File: src/rtl/decade_counter_pkg.sv
// Shared constants and types for the decade counter and its seven-segment decoder.
package decade_counter_pkg;

    localparam int DC_MODULUS  = 10;
    localparam int DC_WIDTH    = 4;
    localparam int DC_TERMINAL = DC_MODULUS - 1;

    typedef logic [3:0] count_t;

    // Segment patterns are {g,f,e,d,c,b,a}, active-high.
    localparam logic [6:0] SEG_0     = 7'b0111111;
    localparam logic [6:0] SEG_1     = 7'b0000110;
    localparam logic [6:0] SEG_2     = 7'b1011011;
    localparam logic [6:0] SEG_3     = 7'b1001111;
    localparam logic [6:0] SEG_4     = 7'b1100110;
    localparam logic [6:0] SEG_5     = 7'b1101101;
    localparam logic [6:0] SEG_6     = 7'b1111101;
    localparam logic [6:0] SEG_7     = 7'b0000111;
    localparam logic [6:0] SEG_8     = 7'b1111111;
    localparam logic [6:0] SEG_9     = 7'b1101111;
    localparam logic [6:0] SEG_BLANK = 7'b0000000;

endpackage

File: src/rtl/bcd_to_seg.sv
// Combinational BCD digit to seven-segment decoder; non-decimal inputs blank the display.
module bcd_to_seg
    import decade_counter_pkg::*;
(
    input  count_t     i_bcd,
    output logic [6:0] o_seg
);

    always_comb begin
        o_seg = SEG_BLANK;
        case (i_bcd)
            4'd0:    o_seg = SEG_0;
            4'd1:    o_seg = SEG_1;
            4'd2:    o_seg = SEG_2;
            4'd3:    o_seg = SEG_3;
            4'd4:    o_seg = SEG_4;
            4'd5:    o_seg = SEG_5;
            4'd6:    o_seg = SEG_6;
            4'd7:    o_seg = SEG_7;
            4'd8:    o_seg = SEG_8;
            4'd9:    o_seg = SEG_9;
            default: o_seg = SEG_BLANK;
        endcase
    end

endmodule

File: src/rtl/decade_counter.sv
// Mod-10 counter with synchronous reset, enable and combinational terminal count.
// Defining DECADE_COUNTER_SEG_EN adds the seven-segment output seg.
module decade_counter
    import decade_counter_pkg::*;
#(
    parameter int MODULUS = DC_MODULUS,
    parameter int WIDTH   = DC_WIDTH
)
(
    input  logic             enable,
    input  logic             clk,
    input  logic             reset,
    output logic [WIDTH-1:0] cnt,
    output logic             tc
`ifdef DECADE_COUNTER_SEG_EN
    ,
    output logic [6:0]       seg
`endif
);

    localparam logic [WIDTH-1:0] LP_TERMINAL = WIDTH'(MODULUS - 1);

    logic [WIDTH-1:0] r_cnt;
    logic [WIDTH-1:0] w_cntNext;

    // Out-of-range values (only reachable by upset) return to zero regardless of enable.
    always_comb begin
        w_cntNext = r_cnt;
        if (r_cnt > LP_TERMINAL) begin
            w_cntNext = '0;
        end else if (enable) begin
            if (r_cnt == LP_TERMINAL) begin
                w_cntNext = '0;
            end else begin
                w_cntNext = r_cnt + WIDTH'(1);
            end
        end
    end

    always_ff @(posedge clk) begin
        if (reset) begin
            r_cnt <= '0;
        end else begin
            r_cnt <= w_cntNext;
        end
    end

    assign cnt = r_cnt;
    assign tc  = (r_cnt == LP_TERMINAL) && enable && !reset;

`ifdef DECADE_COUNTER_SEG_EN
    bcd_to_seg u_bcdToSeg (
        .i_bcd (count_t'(r_cnt)),
        .o_seg (seg)
    );
`endif

endmodule

File: config.mk
export PLATFORM = sky130hd
export DESIGN_NAME = decade_counter
export DESIGN_NICKNAME = d
export VERILOG_FILES = /design/src/rtl/decade_counter_pkg.sv /design/src/rtl/bcd_to_seg.sv /design/src/rtl/decade_counter.sv
export SDC_FILE = /design/constraint.sdc
export NUM_CORES = 1
export LEC_CHECK = 0
export CORE_AREA = 3 3 40 42
export CTS_CLUSTER_DIAMETER = 60
export CTS_CLUSTER_SIZE = 25
export DETAILED_ROUTE_END_ITERATION = 8
export DIE_AREA = 0 0 43 45
export SLEW_MARGIN = 20
export SYNTH_ARGS = -nofsm -noshare
export SYNTH_HDL_FRONTEND = slang
export SYNTH_SLANG_ARGS = --single-unit
File: constraint.sdc
create_clock -name clk -period 0.95 [get_ports clk]
set_clock_uncertainty 0.1 [all_clocks]
set_input_delay 0.095 -clock clk [delete_from_list [all_inputs] [get_ports clk]]
set_output_delay 0.095 -clock clk [all_outputs]
set_load 0.02 [all_outputs]
==> metrics.md <==
| Metric | Value |
|---|---|
| Outcome | complete, but fails checks |
| Violated checks | setup timing |
| Area Growth Syn to Fin | 133% |
| Synth Register Bits | 4 |
| Unrepaired setup endpoints after global routing | true |
| Post-route setup TNS | -1.09 ns |
| Top cell family by delay on the critical path | simple AND/OR/NAND/NOR gates |
| Arr. time, crit path | 1.17 ns |
| CTS clock-pin slew for the worst setup and hold paths | around 0.040 ns |
| Die footprint | 1940 sq um |
| Gr ovfl total | 0 |
| Clk pwr share | 43.1% |
| Final WS setup | -0.419 ns |
| Cell variety after synth | 14 |
| Clk buf depth | 2 |
| Post-Syn Instances | 20 |
| Max FFs per register | 4 |
| Post-detailed-route count of antenna-violating nets | 0 |
| Final core occ | a little over a third |
| Final wirelength | 577 um |
| Vias in the first global route | roughly 240 |
| Core area | around 1300 sq um |
| DP Area | 358 sq um |
| Largest net degree at the start of global routing | 7 |
| Worst ir drop on vdd | 0.000449 V |
| Routability cong. | approximately 0.62 |
| Sequential Power Share | 33.0% |
| Hold WC Path Type | reg -> reg |
| DR DRC count | 0 |
| Hold buffers post-CTS | 0 |
| Worst hold stages | 2 |
| CP Max Fanout | 2 |
| Design Area, Final | 458 sq um |
| I/O Buffers | 7 |
| Fmax | 730 MHz |
| TritonCTS clock tree | done |
| Max-slew violation count | 0 |
| H-tree depth | 1 |
| Critical path class | reg -> out |
| Req. time, crit path | 0.75 ns |
| CP Buf/Inv Count | 1 |
| Number of placed I/O pins | 8 |
| DRT Pass-1 Iters | 2 |
| Final setup violating endpoints | 9 |
| Final hold violations | 0 |
| Post-Syn Area | 196 sq um |
| Worst rel slew slack | 87.2% |
| Rows | 13 |
| Clk sinks | 4 |
| CTS root buf | clkbuf_4 |
| Minimum clock period | about 1.4 ns |
| CP peak stage delay | between 0.3 and 0.4 ns |
| Combinational share of power | 23.8% |
| Sw Share | 25.1% |
| Layout cells sized above 1 | roughly four fifths |
| Final net count | 43 |
| Post-route clock period utilization | 144% |
| Yosys warnings | 0 |
| Initial antenna violation count | 0 |
| Synth Area per Inst | 9.82 sq um |
| Worst-Skew Late Latency | 0.24 ns |
| Post-synthesis sequential area ratio | 40.8% |
| Pwr dens | between 1000 and 1500 nW/um^2 |
| DRT iter0 DRCs | 3 |
| Worst R2R Path Depth | 3 |
| Antenna diode count | 0 |
| Drt wl/cell | 10.7 um |
| Internal Dissipation | 407 uW |
| Starting density of the core | 15.3% |
| Max_cap viols | 0 |
| Die H | 45 um |
| Critical Path End Type | output port |
| P_sw | 136 uW |
| Max stage delay cell, worst path | or3b_4 |
| Pleak | 0.183 nW |
| CP startpoint kind | flop |
| Vias | 228 |
| Global-route wire length before repair | 1.00 mm |
| Cell depth of the worst setup path | 3 |
| Total Routing Usage GR | 7.57% |
| Vias per cell | 4.22 |
| CP Cell Sequence | or3b_4 > nor2_4 > buf_6 |
| Worst-Margin Slew | 0.192 ns |
| Tot Pwr | between 500 and 600 uW |
| Syn Nets | 23 |
| Die Wd | 43 um |
| CTS buffer count | 3 |
==> worst reg2reg max path: stages (launching register included) <==
cell and delay [ns]:
dfxtp_4 0.33, or3b_4 0.39, buf_4 0.15, o22ai_2 0.07
==> synthesized netlist by cell type, drive strengths merged <==
| cell | number | area (sq um) |
|---|---|---|
| nand3 | 1 | 5.00 |
| o22ai | 1 | 6.26 |
| nand3b | 3 | 22.5 |
| nor2 | 1 | 3.75 |
| a21o | 1 | 7.51 |
| a21bo | 1 | 10.0 |
| or3b | 1 | 8.76 |
| dfxtp | 4 | 80.1 |
| o21a | 1 | 7.51 |
| mux2 | 1 | 11.3 |
| nor3 | 2 | 10.0 |
| xnor2 | 1 | 8.76 |
| nor3b | 1 | 7.51 |
| a211oi | 1 | 7.51 |
==> power by group through the flow <==
stage	combinational, mW	sequential (mW)	clock, mW
3_5_place_dp	0.0970	0.181	0
5_1_grt	0.139	0.180	0.266
3_3_place_gp	0.0966	0.181	0
4_1_cts	0.118	0.179	0.245
6_report	0.129	0.179	0.234
2_1_floorplan	0.0232	0.201	0
==> final cells by class <==
type                       count  area (sq um)
clock buffer                   4          26.3
fill                         143           827
multi-input combinational     16           169
sequential                     4          92.6
tap                           15          18.8
timing repair buffer          15           151
==> routing by layer <==
metal	vias to the layer above	part of all wire, %	GRT usage [%]
li1	114	-	-
met1	106	44	8.65
met2	8	47	9.88
met3	0	8.7	3.98
met4	0	0	7.23
met5	-	0	0
==> cell usage in the layout, fill, tap and decap left out, drive strengths merged, types with 2 or more instances in the layout <==
cell type      count
clkdlybuf4s50      2
nor3               2
dfxtp              4
clkbuf             4
buf               13
nand3b             3
==> what timing repair did <==
| item | 4_1_cts | 5_1_grt |
|---|---|---|
| hold endpoints to repair | 0 | 0 |
| setup endpoints to repair | 9 | 9 |
| buffers inserted | 4 | 1 |
| pin swaps | 4 | 1 |
| resized for setup | 39 | 5 |
==> per-stage QoR <==
stage                     setup slack (ns)  instances  hold slack [ns]
after global routing                -0.467         54            0.453
after floorplan                     -0.173         20           0.0580
after detailed placement            -0.713         48            0.449
final                               -0.419         54            0.434
after global placement              -0.707         48            0.448
after CTS                           -0.421         56            0.456
==> kinds of logic (layout without fill, tap and decap cells) <==
group	Yosys count	in the layout	synth area share, %
multiplexers	1	1	5.73
flip-flops	4	4	40.8
buffers and inverters	0	19	0
AND/OR/NAND/NOR	9	9	29.3
AO/OA/AOI/OAI	5	5	19.8
XOR/XNOR	1	1	4.46
==> path summary, 6_finish.rpt <==
kind | from | to | slack (ns)
worst min-delay path | cnt[3] | cnt[1] | 0.43
worst min register to register | cnt[3] | cnt[1] | 0.43
worst max register to register | cnt[3] | cnt[3] | -0.17
worst max-delay path | cnt[3] | tc | -0.42
No activity file was read; power rests on OpenSTA's default activity.
